**config.mk**
```make
export PLATFORM = sky130hd
export DESIGN_NAME = delay_sched
export DESIGN_NICKNAME = d
export VERILOG_FILES = /design/src/rtl/delay_sched.sv
export SDC_FILE = /design/constraint.sdc
export NUM_CORES = 1
export LEC_CHECK = 0
export CAP_MARGIN = 5
export CORE_MARGIN = 1
export CORE_UTILIZATION = 55
export CTS_BUF_LIST = sky130_fd_sc_hd__clkbuf_4 sky130_fd_sc_hd__clkbuf_8 sky130_fd_sc_hd__clkbuf_16
export DETAILED_ROUTE_END_ITERATION = 12
export PLACE_DENSITY = 0.75
export SYNTH_ARGS = -nofsm -noshare
export SYNTH_HDL_FRONTEND = slang
export SYNTH_SLANG_ARGS = --single-unit
```
**constraint.sdc**
```tcl
create_clock -name clk -period 3.8 [get_ports clk]
set_clock_uncertainty 0.2 [all_clocks]
set_input_delay 0.38 -clock clk [delete_from_list [all_inputs] [get_ports clk]]
set_output_delay 0.38 -clock clk [all_outputs]
set_load 0.05 [all_outputs]
```
**src/rtl/delay_sched.sv**
```systemverilog
// delay_sched: timed delay-length scheduler. Queues {time,len} commands and
// drives the delay stage len once the monitored beat count reaches each time.
//
// Ports:
//   clk, reset        clock, synchronous active-high reset
//   clear             synchronous flush of queue, head and sample_count (len kept)
//   cmd_tdata         {time, len} command, time in the MSBs
//   cmd_tvalid        command valid
//   cmd_tready        queue not full
//   mon_tvalid        tap of delay stage output valid
//   mon_tready        tap of delay stage output ready
//   len               registered delay length to the delay stage
//   sample_count      registered count of completed output beats
//   applied           one-cycle pulse when a command takes effect
//   late              one-cycle pulse with applied when the time had passed
//   pending           queued entries, not counting the head
module delay_sched #(
  parameter int MAX_LEN_LOG2    = 10,
  parameter int TIME_WIDTH      = 32,
  parameter int FIFO_DEPTH_LOG2 = 2
) (
  input  logic                              clk,
  input  logic                              reset,
  input  logic                              clear,
  input  logic [TIME_WIDTH+MAX_LEN_LOG2-1:0] cmd_tdata,
  input  logic                              cmd_tvalid,
  output logic                              cmd_tready,
  input  logic                              mon_tvalid,
  input  logic                              mon_tready,
  output logic [MAX_LEN_LOG2-1:0]           len,
  output logic [TIME_WIDTH-1:0]             sample_count,
  output logic                              applied,
  output logic                              late,
  output logic [FIFO_DEPTH_LOG2:0]          pending
);

  localparam int DEPTH = 1 << FIFO_DEPTH_LOG2;
  localparam int CW    = FIFO_DEPTH_LOG2 + 1;
  localparam int PW    = FIFO_DEPTH_LOG2;

  typedef enum logic [1:0] {
    IDLE,
    LOAD,
    WAIT
  } state_t;

  state_t state;

  logic [TIME_WIDTH-1:0]   fifo_time [DEPTH];
  logic [MAX_LEN_LOG2-1:0] fifo_len  [DEPTH];

  logic [PW-1:0] wr_ptr;
  logic [PW-1:0] rd_ptr;
  logic [CW-1:0] count;

  logic [TIME_WIDTH-1:0]   head_time;
  logic [MAX_LEN_LOG2-1:0] head_len;

  logic                  push;
  logic                  pop;
  logic                  beat;
  logic [TIME_WIDTH-1:0] diff;
  logic                  due;

  assign cmd_tready = reset | (count != CW'(DEPTH));
  assign push       = cmd_tvalid & cmd_tready;
  assign pop        = (state == LOAD);
  assign beat       = mon_tvalid & mon_tready;
  assign pending    = count;

  // Wrapping difference: anything within half the time range behind the
  // current sample counts as due.
  assign diff = sample_count - head_time;
  assign due  = ~diff[TIME_WIDTH-1];

  always_ff @(posedge clk) begin
    if (push && !reset && !clear) begin
      fifo_time[wr_ptr] <= cmd_tdata[TIME_WIDTH+MAX_LEN_LOG2-1:MAX_LEN_LOG2];
      fifo_len[wr_ptr]  <= cmd_tdata[MAX_LEN_LOG2-1:0];
    end
  end

  always_ff @(posedge clk) begin
    if (reset || clear) begin
      state        <= IDLE;
      wr_ptr       <= '0;
      rd_ptr       <= '0;
      count        <= '0;
      head_time    <= '0;
      head_len     <= '0;
      sample_count <= '0;
      applied      <= 1'b0;
      late         <= 1'b0;
      if (reset) len <= '0;
    end else begin
      applied <= 1'b0;
      late    <= 1'b0;
      if (beat) sample_count <= sample_count + 1'b1;
      if (push) wr_ptr <= wr_ptr + 1'b1;
      count <= count + CW'(push) - CW'(pop);
      unique case (state)
        IDLE: begin
          if (count != '0) state <= LOAD;
        end
        LOAD: begin
          head_time <= fifo_time[rd_ptr];
          head_len  <= fifo_len[rd_ptr];
          rd_ptr    <= rd_ptr + 1'b1;
          state     <= WAIT;
        end
        WAIT: begin
          if (due) begin
            len     <= head_len;
            applied <= 1'b1;
            late    <= (diff != '0);
            state   <= (count != '0) ? LOAD : IDLE;
          end
        end
        default: state <= IDLE;
      endcase
    end
  end

endmodule

```
# Yosys cells after proc, flatten, opt, wreduce, memory -nomap -nowiden
# Memory sizes are Yosys's and may differ from the RTL's. A register that Yosys moved wholly into a read port is not among the register bits.
# Cells that the tools add are included.
# classes
n_addsub,6
eq_ne,7
muxes,11
bitwise_logic,4
n_reduce_logical,13
# op_table
op,count
10-bit two-way mux,4
"32-bit by 1-bit adder with 32-bit output, second input constant",1
32-bit nonzero test,1
32-bit subtractor,1
"2-bit != test, second input constant",3
2-bit one-hot mux with 3 select lines,1
"2-bit by 1-bit adder with 2-bit output, second input constant",2
1-bit two-way mux,4
2-bit two-way mux,2
3-bit by 1-bit adder with 3-bit output,1
"3-bit != test, second input constant",1
3-bit AND reduction,1
3-bit nonzero test,1
3-bit OR reduction,1
3-bit by 1-bit subtractor with 3-bit output,1
1-bit bitwise AND,2
"2-bit by 1-bit == test with 1-bit output, second input constant",1
"2-bit == test, second input constant",1
1-bit logical AND,2
1-bit zero test,2
2-bit zero test,1
"2-bit by 1-bit != test with 1-bit output, second input constant",1
2-bit AND reduction,1
2-bit nonzero test,1
other kinds (4),4
# word_totals
reg_bits,53
ramBits,168
inputBits,48
out_inout_bits,48
elab_cells,51
n_memories,2
# mem_list
memory,depth,width,rd,rd_ports_with_merged_regs,wr,line,rtl
fifo_time,4,32,1,1,1,49,logic [TIME_WIDTH-1:0] fifo_time [DEPTH];
fifo_len,4,10,1,1,1,50,logic [MAX_LEN_LOG2-1:0] fifo_len [DEPTH];

# Depth between registers and ports, before layout
# Gate-level depths: netlist (run 1).
# depth
depth_word,7
depth_mapped,12
depth_no_buf,12

# Least setup slack after synthesis (run 1)
# Ideal clock, no wire load.
# synth_path
kind,register -> register
startpoint,register sample_count[0]
endpoint,"register len[0], enable pin"
setup_time_ns,0.394
arrival_ns,3.262
slack_ns,-0.055
path_stages_with_launch,11
path_buffers,0
period_less_slack_ns,3.855
cell_sequence,dfxtp_1 inv_1 ha_1 nor2b_1 o31a_2 o211ai_2 a2111oi_4 nor3_1 o211ai_2 xnor2_1 o31ai_1
# synth_via
elab_chain_len,3
# synth_lines
item,line,rtl
"start, declared",31,"output logic [TIME_WIDTH-1:0] sample_count,"
"start signal, assigned",98,if (beat) sample_count <= sample_count + 1'b1;
32-bit subtractor,73,assign diff = sample_count - head_time;
2-bit by 1-bit != test with 1-bit output (no source line),-,
3-bit AND reduction (no source line),-,
"end signal, assigned",113,len <= head_len;
"end, declared",30,"output logic [MAX_LEN_LOG2-1:0] len,"
# No other way between the ends.
# A chain may end at the register's enable or synchronous reset.

# Worst setup path in the final report (run 1)
# layout_path
startpoint,register sample_count[0]
endpoint,register late
# layout_via
elab_chain_len,2
word_cells_on_any_way,3
cone_classes,add/sub: 1; reduce/logical: 2
# layout_lines
item,line,rtl
32-bit subtractor *,73,
32-bit nonzero test or 3-bit OR reduction (tied branches),-,
"end signal, assigned",115,late <= (diff != '0);
"end, declared",33,"output logic late,"
# Every way passes the cells marked *; elsewhere a longest branch is shown, timed or not.

==> results of run 1 <==
-- worst paths after layout --
path,startpoint,end,cells after the start
setup / recovery,sample_count[0],late,12
hold / removal,state[0],state[0],1
setup reg to reg,sample_count[0],late,12
hold reg to reg,state[0],state[0],1
-- layout make-up --
cell class | count | area [um^2] | area share [%]
Clock inverter | 14 | 160 | 1.12
Sequential cell | 263 | 7050 | 49.5
Inverter | 50 | 188 | 1.32
Multi-Input combinational cell | 629 | 4640 | 32.6
Clock buffer | 36 | 762 | 5.35
Tap cell | 275 | 344 | 2.42
Timing Repair Buffer | 107 | 1090 | 7.66
-- cells in the mapped netlist (22+ instances only) --
cell type	n	area [um^2]
ha_1	38	475
inv_1	48	180
clkbuf_1	29	109
edfxtp_1	178	5350
nand2_1	141	529
nand3_1	22	110
mux4_2	42	946
xor2_1	26	228
a21oi_1	82	410
nor2_1	55	206
dfxtp_1	85	1700
-- flip-flops by register name, summed over array words and instances (netlist names), 2 cells and up --
name	count
len	10
sample_count	32
wr_ptr	2
fifo_time	128
state	2
fifo_len	40
head_time	32
rd_ptr	2
pending	3
head_len	10
-- power by group --
group,switching [mW],total [mW],leakage [nW],internal [mW]
logic,0.192,0.354,2.16,0.161
clock network,1.06,2.68,0.456,1.62
registers,0.0124,3.10,2.31,3.08
-- critical path, cell delays in order, from the launching register on --
cell,delay (ns)
dfxtp_1,0.35
inv_1,0.09
ha_1,0.23
fa_1,0.37
and2b_4,0.28
o32ai_1,0.08
or4_4,0.43
a2111oi_4,0.31
o2111ai_1,0.16
nor4_1,0.32
nand4_1,0.18
nor4_1,0.27
nor2b_1,0.07
-- routing by layer --
metal	up-vias	track usage (%)	wire length, um
li1	3853	-	-
met3	42	3.09	1170
met2	217	38.2	12200
met4	0	6.46	589
met5	-	0	0
met1	3922	35.9	12200
-- stage by stage --
step	setup WS, ns	cells	utilization (%)	total power [mW]
final	0.336	1374	66.9	6.13
after global routing	0.0894	1374	66.9	6.32
after CTS	0.367	1374	66.9	6.18
after detailed placement	0.373	1324	62.5	3.51
after global placement	0.453	1324	62.5	3.50
after floorplan	0.240	990	-	3.37
-- placed cells by master, fill, tap and decap left out, drive strengths merged, types with 5 or more instances in the layout --
cell type	Yosys	routed
edfxtp	178	178
nand2	141	141
clkdlybuf4s50	0	95
dfxtp	85	85
a21oi	83	83
nor2	55	55
inv	50	51
mux4	42	42
ha	38	38
clkbuf	30	36
xor2	26	26
nand3	22	22
o21ai	19	19
nand4	18	18
and2	18	18
nor3	15	15
or3	13	13
buf	18	12
xnor2	11	11
o21a	10	10
o211ai	10	10
a211o	8	8
o2111ai	8	8
clkinv	0	8
and3	7	7
a211oi	6	6
a2111oi	6	6
nand2b	5	5
nor2b	5	5
-- cells by family (layout without fill, tap and decap cells) --
family | count (synthesis) | count (layout)
AO/OA/AOI/OAI | 186 | 186
flip-flops | 263 | 263
XOR/XNOR | 37 | 37
adder cells (fa/ha/maj) | 40 | 40
buffers and inverters | 98 | 207
multiplexers | 47 | 47
AND/OR/NAND/NOR | 319 | 319
==> out/results.txt, run 1 <==
Outcome: finished clean
Number of H-tree levels: 1
Leakage: 4.93 nW
Yosys warnings: 0
Post-cts sizing count: 0
Site Rows: 53
Drt total wl: 26.1 mm
Crit end category: register
Clock buffer depth: 3
GPL Wtd Cong: 0.998
Post-synth ARST share: 0%
XOR/XNOR share of the synthesized area: 2.69%
Tmin final: 3.46 ns
Yosys cell types: 78
Fill cells: 1550
Max cap viols: 0
Clk sinks: 263
Max VDD drop: 0.468 mV
Inserted Diodes: 0
Setup repair after global routing missed its margin: no
Clk Latency, worst-skew pair: 0.55 ns
TritonCTS Buffers: 27
Post-synthesis compound-gate area fraction: 10.7%
Mean routed wirelength per cell: 19.0 um
#FFs+latches synth: 263
Die Width: 150 um
Crit Path Max Fanout: 5
Startpoint Class: register
Post-DP HPWL: 17.8 mm
Critical setup path kind: reg -> reg
Syn nets: 1078
First-pass GRT wire length: 42.0 mm
IO Count: 96
Share of cells above drive strength 1: 11.7%
Critical path arrival: 3.69 ns
Worst hold slack: 0.248 ns
# DRC: 0
Die height: 150 um
Cts hold-fix bufs: 0
Power per standard cell area: 431 nW/um^2
Final worst-path cycle share: 91.2%
Setup violations, final: 0
Pin count of the biggest net entering global routing: 84
CTS tree: done
Vias in the first global route: 7765
DRT antenna net count: 0
Die ar.: 22500 um^2
Clk slew on worst S/H paths: 0.06 ns
Fmax: 289 MHz
Postcts setup bufs: 0
Mux cell area share after synthesis: 8.28%
Max Slew Vio Count: 0
Fin nets: 1166
Cell area after layout: 14200 um^2
Largest family of logic cells by synthesized area: simple AND/OR/NAND/NOR gates
Starting Density: 56.7%
Vias: 8034
Area share of fa/ha/maj cells after synthesis: 4.27%
Reg2reg setup slack: 0.34 ns
Port bufs: 95
Type of the tightest min-delay check: reg -> reg
Measured slew at the worst slew-check pin: 1.12 ns
Drt via density: 5.85
Layout overhead on the synthesized area: 18.0%
Synth Area per Inst: 12.2 um^2
Worst path required time: 4.03 ns
GRT Residual Overflow: 0
TNS Setup: 0 ns
Initial antenna violation count: 0
First-pass detailed-route iteration total: 5
Post-synthesis simple-gate area fraction: 12.5%
Max-slew headroom: 25.0%
Mapped Area: 12100 um^2
Final hold violation count: 0
Register area share after synthesis: 58.4%
Global-route usage over all layers: 24.3%
Root Buffer: clkbuf_16
Placed Area: 13300 um^2
Main synth FF type: edfxtp_1
Synth Instances: 990
Post-synth EDFFs: 178
Core region area: 21300 um^2
Initial drt markers: 609
Power figures use the tool's default switching activity.
==> inputs of run 2 (changes only) <==
--- a/config.mk
+++ b/config.mk
@@ -7,10 +7,10 @@
 export LEC_CHECK = 0
 export CAP_MARGIN = 5
 export CORE_MARGIN = 1
-export CORE_UTILIZATION = 55
+export CORE_UTILIZATION = 36
 export CTS_BUF_LIST = sky130_fd_sc_hd__clkbuf_4 sky130_fd_sc_hd__clkbuf_8 sky130_fd_sc_hd__clkbuf_16
 export DETAILED_ROUTE_END_ITERATION = 12
-export PLACE_DENSITY = 0.75
+export PLACE_DENSITY = 0.53
 export SYNTH_ARGS = -nofsm -noshare
 export SYNTH_HDL_FRONTEND = slang
 export SYNTH_SLANG_ARGS = --single-unit
==> run 2 against run 1 <==
Effect of this change: clock power rose by 7%; critical path depth unchanged; register-to-register slack worse by 0.08 ns; die area increased by 52%; combinational power is 3% higher; critical endpoint unchanged; wire length rose by 8.5%; first-iteration DRC count down 34%; largest power group unchanged; sequential power hardly changed; setup slack worse by 0.076 ns; total power is 3.1% higher; non-clock buffer count rose by 37.
==> out/results.txt, run 2 (synthesis results as in run 1) <==
Outcome: finished clean
CP max stage delay: 0.44 ns (about the same)
GRT Residual Overflow: 0 (unchanged)
Final worst-path cycle share: 93.2% (+2.0 points)
Global-route usage over all layers: 17.0% (-7.4 points)
Crit Path Max Fanout: 5 (unchanged)
Drt via density: 5.13 (-12%)
Pin count of the biggest net entering global routing: 84 (unchanged)
Number of H-tree levels: 1 (unchanged)
Initial drt markers: 399 (-34%)
First-pass GRT wire length: 45.0 mm (+7.0%)
Clock buffer depth: 3 (unchanged)
Crit end category: register
Top Registers: fifo_time: 128 flops, fifo_len: 40 flops
Slowest CP cell: or4_4
Vias: 8120 (+1.1%)
Site Rows: 66 (+25%)
FF-to-FF Start: sample_count[0]
Max-slew headroom: 34.2% (+9.2 points)
Die ar.: 34200 um^2 (+52%)
Port bufs: 95 (unchanged)
Inserted Diodes: 0 (unchanged)
Post-DP HPWL: 19.3 mm (+8.5%)
Bufs and invs on worst path: 1 (unchanged)
Type of the tightest min-delay check: reg -> reg
Leakage: 5.13 nW (+4.1%)
Postcts setup bufs: 0 (unchanged)
Hold Crit Start: state[0]
Worst hold slack: 0.249 ns (+0.000874 ns)
Max Slew Vio Count: 0 (unchanged)
Max reg flops: 128 (unchanged)
Clk Latency, worst-skew pair: 0.55 ns (about the same)
Measured slew at the worst slew-check pin: 0.987 ns (-0.138 ns)
Fin nets: 1205 (+3.3%)
# DRC: 0 (unchanged)
Mean routed wirelength per cell: 17.9 um (-5.7%)
TritonCTS Buffers: 29 (+7.4%)
Max cap viols: 0 (unchanged)
Clk sinks: 263 (unchanged)
Critical path arrival: 3.77 ns (+0.08 ns)
Seq. cell area: 7050 um^2 (unchanged)
GPL Wtd Cong: 0.867 (-13%)
Fmax: 282 MHz (-2.2%)
Initial antenna violation count: 0 (unchanged)
Root Buffer: clkbuf_16
TNS Setup: 0 ns (unchanged)
Most frequent cells in the layout: edfxtp_1, nand2_1, clkdlybuf4s50_1
Tmin final: 3.54 ns (+0.0762 ns)
Post-cts sizing count: 0 (unchanged)
CTS tree: done
Die height: 185 um (+23%)
Final hold violation count: 0 (unchanged)
Drt total wl: 28.3 mm (+8.5%)
Clk slew on worst S/H paths: 0.06 ns (about the same)
Vias in the first global route: 8242 (+6.1%)
Die Width: 185 um (+23%)
Setup repair after global routing missed its margin: no
Share of cells above drive strength 1: 15.0% (+3.3 points)
Worst path required time: 4.03 ns (about the same)
Starting Density: 36.8% (-20 points)
Fill cells: 3074 (+98%)
Max VDD drop: 0.261 mV (-44%)
DRT antenna net count: 0 (unchanged)
Layout overhead on the synthesized area: 22.8%
Startpoint Class: register
Critical setup path kind: reg -> reg
Worst setup path startpoint: sample_count[0]
Power per standard cell area: 427 nW/um^2 (-0.93%)
CP top delay family: simple AND/OR/NAND/NOR gates
Most flops, register: fifo_time
First-pass detailed-route iteration total: 5 (unchanged)
Core region area: 32800 um^2 (+54%)
Setup violations, final: 0 (unchanged)
Cts hold-fix bufs: 0 (unchanged)
CP Cell Sequence: inv_1, ha_1, fa_1, and2b_4, o32ai_1, or4_4, a2111oi_4, o2111ai_1, nor4_1, nand4_1, nor4_2, nor2b_1
Combined area of the multi-input logic cells: 4660 um^2 (+0.32%)
IO Count: 96 (unchanged)
Most common cell after layout, fill and taps aside: edfxtp_1
[run 2: cell count changes in the layout (fill, tap and decap cells not counted), sizes merged]
cell | before | now
buf | 12 | 49
clkbuf | 36 | 37
clkinvlp | 2 | 4
inv | 51 | 52
[run 2: layout make-up]
| class | count | share of cell area [%] |
|---|---|---|
| Tap cell | 442 | 3.73 |
| Multi-Input combinational cell | 629 | 31.4 |
| Clock buffer | 37 | 5.50 |
| Clock inverter | 17 | 1.19 |
| Sequential cell | 263 | 47.6 |
| Inverter | 50 | 1.27 |
| Timing Repair Buffer | 144 | 9.32 |
[run 2: layer usage]
metal  global-route usage (%)  part of all wire, %  up-vias
li1                         -                    -     3933
met1                     23.0                   46     4000
met4                     3.70                  1.5        0
met5                        0                    0        -
met2                     28.1                   47      157
met3                     3.28                  5.3       30
[run 2: worst paths after layout]
kind,depth (start not counted),slack [ns],to
worst max-delay path,12,0.26,late
worst min-delay path,1,0.25,state[0]
worst max register to register,12,0.26,late
worst min register to register,1,0.25,state[0]
[run 2: through the flow]
step                      cell area, um^2  setup slack, ns  power [mW]  cells  util [%]
after floorplan                     12100            0.240        3.37    990         -
after global placement              13800            0.188        3.52   1528      42.1
after detailed placement            13800            0.131        3.52   1528      42.1
after CTS                           14800            0.123        6.39   1582      45.2
after global routing                14800           0.0402        6.54   1582      45.2
final                               14800            0.260        6.32   1582      45.2
[run 2: report_power, final]
group / switching [mW] / leakage, nW / internal, mW / total [mW]
clock network: 1.14 / 0.481 / 1.72 / 2.86
logic: 0.198 / 2.34 / 0.167 / 0.365
registers: 0.0122 / 2.31 / 3.08 / 3.10
==> inputs of run 3 (changes only) <==
--- a/config.mk
+++ b/config.mk
@@ -7,10 +7,10 @@
 export LEC_CHECK = 0
 export CAP_MARGIN = 5
 export CORE_MARGIN = 1
-export CORE_UTILIZATION = 36
+export CORE_UTILIZATION = 58
 export CTS_BUF_LIST = sky130_fd_sc_hd__clkbuf_4 sky130_fd_sc_hd__clkbuf_8 sky130_fd_sc_hd__clkbuf_16
 export DETAILED_ROUTE_END_ITERATION = 12
-export PLACE_DENSITY = 0.53
+export PLACE_DENSITY = 0.78
 export SYNTH_ARGS = -nofsm -noshare
 export SYNTH_HDL_FRONTEND = slang
 export SYNTH_SLANG_ARGS = --single-unit
==> run 3 against run 2 <==
Effect of this change: worst hold slack is essentially flat; design area decreased by 4.6%; combinational power is 2% lower; count of clock-buffer cells in the layout up 1; setup slack improved by 0.084 ns; first-iteration DRC count is 22% higher; sequential power about the same; total power decreased by 6.3%; critical path depth did not move; utilization grew 24 points; die area fell by 38%; register-to-register slack better by 0.08 ns; critical path type unchanged; largest cell class unchanged; largest power group unchanged.
==> out/results.txt, run 3 (synthesis results as in run 1) <==
Tmin final: 3.46 ns (-0.0843 ns)
Max cap viols: 0 (unchanged)
Setup violations, final: 0 (unchanged)
Layout Utilization: 69.7% (+24 points)
Final worst-path cycle share: 90.9% (-2.2 points)
Switch share: 20.6% (-0.72 points)
Startpoint Class: register
Post-DP HPWL: 18.7 mm (-2.9%)
Critical setup path kind: reg -> reg
Post-cts sizing count: 0 (unchanged)
First-pass GRT wire length: 43.3 mm (-3.7%)
First-pass detailed-route iteration total: 5 (unchanged)
GPL Wtd Cong: 0.905 (+4.4%)
Die ar.: 21400 um^2 (-38%)
Int Pwr: 4.70 mW (-5.4%)
Type of the tightest min-delay check: reg -> reg
Fill cells: 1503 (-51%)
Clk Latency, worst-skew pair: 0.53 ns (-0.02 ns)
TNS Setup: 0 ns (unchanged)
Fin nets: 1169 (-3.0%)
Postcts setup bufs: 0 (unchanged)
Drt total wl: 27.0 mm (-4.5%)
GR Layer Usage met1: 36.7% (+14 points)
Max Slew Vio Count: 0 (unchanged)
Grt met2 use: 41.6% (+13 points)
Max-slew headroom: 41.3% (+7.1 points)
TritonCTS Buffers: 26 (-10%)
Inserted Diodes: 0 (unchanged)
Port bufs: 95 (unchanged)
Clock share of power: 41.7% (-3.6 points)
Core region area: 20300 um^2 (-38%)
Initial drt markers: 488 (+22%)
Leakage: 4.90 nW (-4.5%)
Initial antenna violation count: 1 (+1)
Clock buffer depth: 3 (unchanged)
Met3 Usage GRT: 4.72% (+1.4 points)
Root Buffer: clkbuf_16
Outcome: finished clean
Global-route usage over all layers: 26.1% (+9.1 points)
Starting Density: 59.4% (+23 points)
Placed Area: 13300 um^2 (-3.6%)
Drt via density: 5.90 (+15%)
Cell area after layout: 14100 um^2 (-4.6%)
Placement Setup Slack: 0.372 ns (+0.241 ns)
Vias in the first global route: 7918 (-3.9%)
Power per standard cell area: 419 nW/um^2 (-1.8%)
CTS tree: done
Worst hold slack: 0.249 ns (+0.000109 ns)
NetSw: 1.22 mW (-9.5%)
Part of the power in combinational logic: 6.0% (+0.2 points)
PnR worst setup slack: 0.344 ns (+0.0843 ns)
Share of cells above drive strength 1: 11.8% (-3.2 points)
Sequential share of power: 52.3% (+3.3 points)
Clk sinks: 263 (unchanged)
Fmax: 289 MHz (+2.4%)
GRT Residual Overflow: 0 (unchanged)
DRT antenna net count: 0 (unchanged)
Worst path required time: 4.01 ns (-0.02 ns)
Die height: 146 um (-21%)
Most common cell after layout, fill and taps aside: edfxtp_1
Site Rows: 52 (-21%)
Max reg flops: 128 (unchanged)
Top Registers: fifo_time: 128 flops, fifo_len: 40 flops
Cts hold-fix bufs: 0 (unchanged)
Crit Path Max Fanout: 5 (unchanged)
Clk slew on worst S/H paths: 0.06 ns (about the same)
Number of H-tree levels: 1 (unchanged)
Layout overhead on the synthesized area: 17.3%
Mean routed wirelength per cell: 19.7 um (+10%)
Crit end category: register
IO Count: 96 (unchanged)
Most frequent cells in the layout: edfxtp_1, nand2_1, clkdlybuf4s50_1
Critical path arrival: 3.66 ns (-0.11 ns)
Die Width: 146 um (-21%)
Max VDD drop: 0.388 mV (+49%)
Final hold violation count: 0 (unchanged)
Vias: 8081 (-0.48%)
Layer with the highest usage: met2
Setup repair after global routing missed its margin: no
# DRC: 0 (unchanged)
Pin count of the biggest net entering global routing: 84 (unchanged)
Most flops, register: fifo_time
Measured slew at the worst slew-check pin: 0.881 ns (-0.106 ns)
## run 3: cell count changes in the layout (fill, tap and decap cells not counted), moves of 2 or more
cell        delta
buf_4         -30
clkbuf_4       +5
clkinvlp_4     -4
buf_12         -3
clkbuf_16      -3
bufinv_16      -2
clkinv_2       -2
clkinvlp_2     +2
inv_6          -2
## run 3: worst max-delay path: stages (launching register included)
cell       delay (ns)
dfxtp_1          0.35
inv_1            0.09
ha_1             0.23
fa_1             0.38
and2b_4          0.29
o32ai_1          0.08
or4_4            0.43
a2111oi_4        0.28
o2111ai_1        0.15
nor4_1           0.38
nand4_1          0.16
nor4_1           0.25
nor2b_1          0.07
## run 3: cell type report
type	count	area [um^2]	share of cell area, %
clock buffers	38	764	5.40
clock inverters	9	68.8	0.486
inverters	50	188	1.33
multi-input cells	629	4640	32.8
flip-flops and latches	263	7050	49.8
well taps	270	338	2.39
repair buffers	111	1100	7.75
## run 3: power by group through the flow
stage	logic, mW	registers (mW)	clock network, mW
after floorplan	0.196	3.18	0
after global placement	0.348	3.16	0
after detailed placement	0.352	3.16	0
after CTS	0.355	3.10	2.50
after global routing	0.385	3.10	2.62
final	0.356	3.10	2.47
## run 3: per-stage QoR
stage          power, mW  std cells
2_1_floorplan       3.37        990
3_5_place_dp        3.51       1323
3_3_place_gp        3.50       1323
5_1_grt             6.11       1370
6_report            5.92       1370
4_1_cts             5.96       1370
## run 3: metal layers
metal | vias to the layer above | routed length (um) | part of all wire [%]
li1 | 3863 | - | -
met1 | 3891 | 11900 | 44
met2 | 277 | 12800 | 47
met3 | 50 | 1650 | 6.1
met4 | 0 | 636 | 2.4
met5 | - | 0 | 0
## run 3: final timing paths
path,startpoint,end,slack [ns],cells after the start
worst min-delay path,head_len[2],head_len[2],0.25,2
worst max-delay path,sample_count[0],late,0.34,12
worst min register to register,head_len[2],head_len[2],0.25,2
worst max register to register,sample_count[0],late,0.34,12
